`src/rtl/process_run_queue.sv`:
```
// Circular FIFO of runnable PIDs; PID 0 means "no process" and is never stored.
// Optional duplicate suppression is compiled in with `define RUN_QUEUE_DEDUP_EN.
module process_run_queue #(
  parameter int pidBits   = 8,
  parameter int depthLog2 = 4
) (
  input  logic                 clk,
  input  logic                 reset,
  input  logic                 pushValid,
  input  logic [pidBits-1:0]   pushPid,
  output logic                 pushReady,
  output logic                 pushRejected,
  input  logic                 popRequest,
  output logic                 popValid,
  output logic [pidBits-1:0]   popPid,
  output logic [depthLog2:0]   count,
  output logic                 empty,
  output logic                 full
);

  localparam int depth = 1 << depthLog2;
  localparam logic [depthLog2:0]   countFull = {1'b1, {depthLog2{1'b0}}};
  localparam logic [depthLog2:0]   countOne  = 1;
  localparam logic [depthLog2-1:0] ptrOne    = 1;

  logic [pidBits-1:0]   mem [depth];
  logic [depthLog2-1:0] head;
  logic [depthLog2-1:0] tail;
  logic [pidBits-1:0]   headPid;
  logic                 isDup;
  logic                 pushFire;
  logic                 popFire;

  assign empty     = (count == '0);
  assign full      = (count == countFull);
  assign pushReady = !full;
  assign headPid   = mem[head];

  // A pop never makes room for a push in the same cycle: pushReady only sees count.
  assign popFire  = popRequest && !empty;
  assign pushFire = pushValid && pushReady && (pushPid != '0) && !isDup;

`ifdef RUN_QUEUE_DEDUP_EN
  logic [(1<<pidBits)-1:0] member;

  // Popping the same PID that is being pushed frees it, so the push is allowed.
  assign isDup = member[pushPid] && !(popFire && (headPid == pushPid));

  always_ff @(posedge clk or negedge reset) begin
    if (!reset) begin
      member <= '0;
    end else begin
      if (popFire)  member[headPid] <= 1'b0;
      if (pushFire) member[pushPid] <= 1'b1;
    end
  end
`else
  assign isDup = 1'b0;
`endif

  always_ff @(posedge clk) begin
    if (pushFire) mem[tail] <= pushPid;
  end

  always_ff @(posedge clk or negedge reset) begin
    if (!reset) begin
      head         <= '0;
      tail         <= '0;
      count        <= '0;
      popValid     <= 1'b0;
      popPid       <= '0;
      pushRejected <= 1'b0;
    end else begin
      popValid     <= popFire;
      pushRejected <= pushValid && !pushFire;
      if (popFire) begin
        popPid <= headPid;
        head   <= head + ptrOne;
      end
      if (pushFire) tail <= tail + ptrOne;
      case ({pushFire, popFire})
        2'b10:   count <= count + countOne;
        2'b01:   count <= count - countOne;
        default: count <= count;
      endcase
    end
  end

endmodule

```
`config.mk`:
```
export PLATFORM = sky130hd
export DESIGN_NAME = process_run_queue
export DESIGN_NICKNAME = d
export VERILOG_FILES = /design/src/rtl/process_run_queue.sv
export SDC_FILE = /design/constraint.sdc
export NUM_CORES = 1
export LEC_CHECK = 0
export ABC_AREA = 1
export CAP_MARGIN = 0
export CORE_UTILIZATION = 57
export CTS_BUF_LIST = sky130_fd_sc_hd__clkbuf_4 sky130_fd_sc_hd__clkbuf_8
export DETAILED_ROUTE_END_ITERATION = 8
export HOLD_SLACK_MARGIN = 0.12
export PLACE_DENSITY = 0.89
export SLEW_MARGIN = 10
export SYNTH_ARGS = -nofsm -noshare
export SYNTH_HDL_FRONTEND = slang
export SYNTH_SLANG_ARGS = --single-unit
export TNS_END_PERCENT = 20
```
`constraint.sdc`:
```
create_clock -name clk -period 2.05 [get_ports clk]
set_clock_uncertainty 0.1 [all_clocks]
set_input_delay 0.5125 -clock clk [delete_from_list [all_inputs] [get_ports clk]]
set_output_delay 0.5125 -clock clk [all_outputs]
set_load 0.005 [all_outputs]
```
[Word level (Yosys, flattened, before mapping)]
Memories as Yosys holds them, arrays and structs flattened. A register that Yosys moved wholly into a read port is not among the register bits.
Index checks and enable logic that the tools add are counted.
Word-level totals
  bits in writable memories: 128
  logic and storage cells: 27
  register bits: 15
  output and inout port bits: 18
  memories kept: 1
Memory list
  mem: words 16, width 8, rd ports 1, clocked after Yosys merged registers in 1, write ports 1, RTL line 26  | logic [pidBits-1:0] mem [depth];
Operators by class
  $add $sub $neg: 4
  eq/ne operators: 3
  reductions and logical operators: 11
  mux-type cells: 3
Operators by type and width (count)
  $pmux W5 S2: 1
  $add A4 B1 Y4 const B: 2
  $reduce_bool A8 Y1: 1
  $add A5 B1 Y5 const B: 1
  $eq A5 B5 Y1 const B: 1
  $logic_not A5 Y1: 1
  $sub A5 B1 Y5 const B: 1
  $logic_and A1 B1 Y1: 4
  $logic_not A1 Y1: 4
  $eq A2 B1 Y1 const B: 1
  $eq A2 B2 Y1 const B: 1
  $mux W1: 2
  $reduce_bool A2 Y1: 1

[Depth between registers and ports, before layout]
  word-level depth: 6
  mapped depth: 16
  depth with buffers taken out: 15

[Worst setup path before layout]
OpenSTA, ideal clock, no wires.
  kind: input port to flip-flop
  start point: input port pushPid[7]
  end point: register count[4]
  setup time: 0.117 ns
  cell stages on the path: 16
  buffers on the path: 1
  required time: 1.833 ns
  arrival time: 2.103 ns
  path slack: -0.270 ns
  cells stage by stage: nor2_1 nand2_1 nor2_1 nor2_1 buf_4 inv_1 ha_1 inv_1 fa_1 inv_1 nand2_1 nand2_1 a21oi_1 xor2_1 nand2_1 nand2_1
On the way
  word-level cells in the longest chain between the ends: 4
  elaborated cells on any way between the ends: 6
  classes of those cells: 2 x eq/ne; 1 x mux; 3 x reduce/logical
Ends and longest elaborated chain
  from (decl): RTL line 10  | input logic [pidBits-1:0] pushPid,
  $reduce_bool A8 Y1 (*): RTL line 41  | assign pushFire = pushValid && pushReady && (pushPid != '0) && !isDup;
  $logic_and A1 B1 Y1 (*): RTL line 41
  $eq A2 B1 Y1 / $eq A2 B2 Y1 (equally long branches): RTL line 81  | case ({pushFire, popFire})
  $pmux W5 S2 / $reduce_bool A2 Y1 (equally long branches)
  to (signal assigned): RTL line 82  | 2'b10: count <= count + countOne;
  to (signal assigned): RTL line 83  | 2'b01: count <= count - countOne;
  to (signal assigned): RTL line 84  | default: count <= count;
  to (decl): RTL line 16  | output logic [depthLog2:0] count,
Every way passes the cells marked *; elsewhere a longest branch is shown, timed or not.
A chain may end at the register's enable or synchronous reset.

[Worst setup path in the final report]
  start point: register count[2]
  end point: register count[2]
On the way
  word-level cells in the longest chain between the ends: 6
  elaborated cells on any way between the ends: 13
  classes of those cells: 2 x add/sub; 3 x eq/ne; 1 x mux; 7 x reduce/logical
Ends and longest elaborated chain
  $eq A5 B5 Y1: RTL line 35  | assign full = (count == countFull);
  $logic_not A1 Y1: RTL line 36  | assign pushReady = !full;
  $logic_and A1 B1 Y1 (2 in a row): RTL line 41
  $eq A2 B1 Y1 / $eq A2 B2 Y1 (equally long branches): RTL line 81
  $pmux W5 S2 / $reduce_bool A2 Y1 (equally long branches)
Several ways; a longest one is shown, not always the timed one.

==> impl_results.md <==
- Status: complete, but fails checks
- Failing checks: setup timing
- Total GRT Usage: 0.277
- Drt pass-1 iters: 7
- Worst-Margin Slew: ~0.6 ns
- Drt wl/cell: about 18 um
- Largest net degree at the start of global routing: 67
- Post-synth cell types: 25
- Post-synthesis net count: 694
- CTS HTree Levels: 4
- CP max FO: 4
- Tot Pwr: 10.4 mW
- Final wirelength: between 15,000 and 20,000 um
- Routed Antenna Nets: 0
- Flop and latch count out of synthesis: roughly 150
- Post-Syn Area per Cell: between 10 and 15 um2
- Critical path data arrival time: between 2 and 3 ns
- First-pass GRT wire length: between 20,000 and 30,000 um
- Final setup viols: 10
- Multi-input gate area: around 1800 um2
- Grt met2 use: 0.451
- Area contributors post-synth: edfxtp_1 (57%), nand2_1 (12%), dfrtp_1 (8.5%), nand3_1 (7.3%), inv_1 (6.4%)
- Synth area leader: edfxtp_1
- CTS Root Buffer Type: clkbuf_8
- Core ar.: approximately 11,000 um2
- Clock sinks: between 150 and 200
- Buf/Inv on CP: 5
- Peak VDD IR: 0.000875 V
- Fin crit period: approximately 2.3 ns
- Flop pwr share: 0.389
- Worst Hold Margin: 0.329 ns
- Nets: roughly 770
- Longest Clk Path Bufs: 2
- Dpl cells: 860
- Max Slew Vio Count: 0
- Cells after Synth: around 670
- Commonest non-fill, non-tap cell in the layout: nand2_1
- CP most frequent cell: inv_2
- GPL Wtd Cong: between 0.8 and 0.9
- Die Area: 12,300 um2
- Syn Std Cell Area: 6740 um2
- Aggregate negative setup slack: -0.757 ns
- DP HPWL: between 9000 and 10,000 um
- Fin crit share: 1.11
- Worst setup SP type: flip-flop
- I/O Pins: 30
- Storage cell area: roughly 4400 um2
- Yosys top cell area share: 0.570
- Antenna diodes: 0
- Synth warn: 0
- Hold Vio Cnt, Final: 0
- Clock latency on the worst-skew pair: 0.46 ns
- Met3 Use GR: 0.0711
- Commonest cells after routing, fill and taps aside: nand2_1 (211), edfxtp_1 (128), inv_1 (111)
- Int Pwr: around 6.3 mW
- Die W: between 100 and 150 um
- Critical path's top delay family: simple AND/OR/NAND/NOR gates
- Maxcap violations: 0
- Hold_buf cts: 0
- Initial drt markers: around 610
- Slowest stage delay, CP: approximately 0.41 ns
- Sw Share: 0.387
- Vias in the first global route: 4,939
- Worst hold path class: in -> async
- Layout cells sized above 1: 0.149
- Total number of vias: 5,080
- Area growth syn-to-layout: 16.8%
- Initial Util: 0.588
- M1 GR Usage: 0.329
- Critical path class: reg -> reg
- Worst-path clk slew: 0.08 ns
- Setup slack after layout: -0.227 ns
- Row Count: 39
- Busiest grt layer: met2
- RSZ-0062 raised after global routing: yes
- Filler-free cell count of the finished design: approximately 900
- DRC errors left: 0
- Comb power frac: 0.403
- NetSw: 4.01 mW
- Grt total ovfl: 0
- Worst EP required: 2.29 ns
- CP Capture Type: flip-flop
- Die Y: 111 um
- Clk network pwr share: 0.208
- Fillers: 701
- Sequential share of the synthesized area: 0.655
- Cts bufs inserted: 17
- Power Density: 1310 nW/um2
- Max stage delay cell, worst path: dfrtp_1
- P_leak: roughly 3.6 nW
- CTS tree: built
- Vias per cell: approximately 5.7
- Port Buffer Count: 29
- Fmax: roughly 440 MHz
- Slew Limit Headroom: 0.607
- Initial antenna violation count: 0
- Cell Chain, Critical Path: nor2_2 -> nand4_2 -> buf_6 -> nand2_2 -> nor2_2 -> inv_2 -> ha_4 -> inv_2 -> fa_2 -> inv_2 -> nand2_2 -> buf_4 -> nand3_1 -> nand2_1
==> sequential cells by signal, summed over array words and instances (netlist names) <==
signal and cells:
count 5, head 4, mem 128, popPid 8, popValid 1, pushRejected 1
tail 4
==> worst register-to-register path, stage by stage, from the launching register on <==
cell and delay [ns]:
dfrtp_1 0.41, nor2_2 0.15, nand4_2 0.13, buf_6 0.16, nand2_2 0.05, nor2_2 0.04, inv_2 0.06, ha_4 0.15
inv_2 0.04, fa_2 0.40, inv_2 0.07, nand2_2 0.06, buf_4 0.14, nand3_1 0.11, nand2_1 0.09
==> what timing repair did <==
action                                  in CTS  in global routing
buffers inserted                             4                  5
pin swaps                                   12                  9
hold endpoints to repair                     0                  0
endpoints found under the setup margin      34                 37
cloned                                       0                  0
resized for setup                           32                 11
==> Yosys cell counts, drive strengths merged <==
cell type	number
buf	26
nand3	99
o21bai	1
o21ai	5
xor2	7
nand4	2
nand2	220
fa	1
clkbuf	1
xnor2	2
a21oi	2
clkinv	2
dfrtp	23
nor2	26
edfxtp	128
inv	117
ha	9
a31oi	1
==> final timing paths <==
kind	start	endpoint	slack, ns	cells past startpoint
worst max-delay path	count[2]	count[2]	-0.23	14
worst min-delay path	reset	head[3]	0.33	2
worst max register to register	count[2]	count[2]	-0.23	14
worst min register to register	popPid[3]	popPid[3]	0.39	2
max in group asynchronous	reset	head[0]	1.25	2
min in group clk	popPid[3]	popPid[3]	0.39	2
==> power by group through the flow <==
stage          sequential, mW  combinational (mW)  clock, mW
5_1_grt                  4.07                4.55       2.29
6_report                 4.03                4.17       2.15
4_1_cts                  4.02                3.89       2.15
2_1_floorplan            4.05                2.48          0
3_3_place_gp             4.05                3.63          0
3_5_place_dp             4.08                3.79          0
==> cell families (layout without fill, tap and decap cells) <==
group	count (synthesis)	after routing	synth area share
and+or+nand+nor	347	347	0.215
buffers and inverters	146	230	0.0909
DFF	151	151	0.655
adders and majority gates	10	10	0.0197
AOI/OAI and AO/OA	9	9	0.00724
xor gates and xnor gates	9	9	0.0117
==> stage by stage <==
stage | setup slack [ns] | utilization | instance area (um2)
floorplan | -0.118 | - | 6760
global placement | -0.680 | 0.645 | 7400
detailed placement | -0.760 | 0.645 | 7400
CTS | -0.110 | 0.682 | 7820
global route | -0.300 | 0.687 | 7880
finish | -0.227 | 0.687 | 7880
==> routing by layer <==
layer | routed length (um) | up-vias
met3 | 1710 | 92
met4 | 955 | 0
met2 | 8270 | 371
met1 | 5580 | 2334
li1 | - | 2283
met5 | 0 | -
==> layout make-up <==
type | instances | share of cell area
well taps | 143 | 0.0227
repair buffers | 80 | 0.0861
flip-flops and latches | 151 | 0.561
multi-input cells | 375 | 0.226
inverters | 119 | 0.0567
clock buffers | 17 | 0.0297
clock inverters | 14 | 0.0173
(Power assumes the default switching activity.)
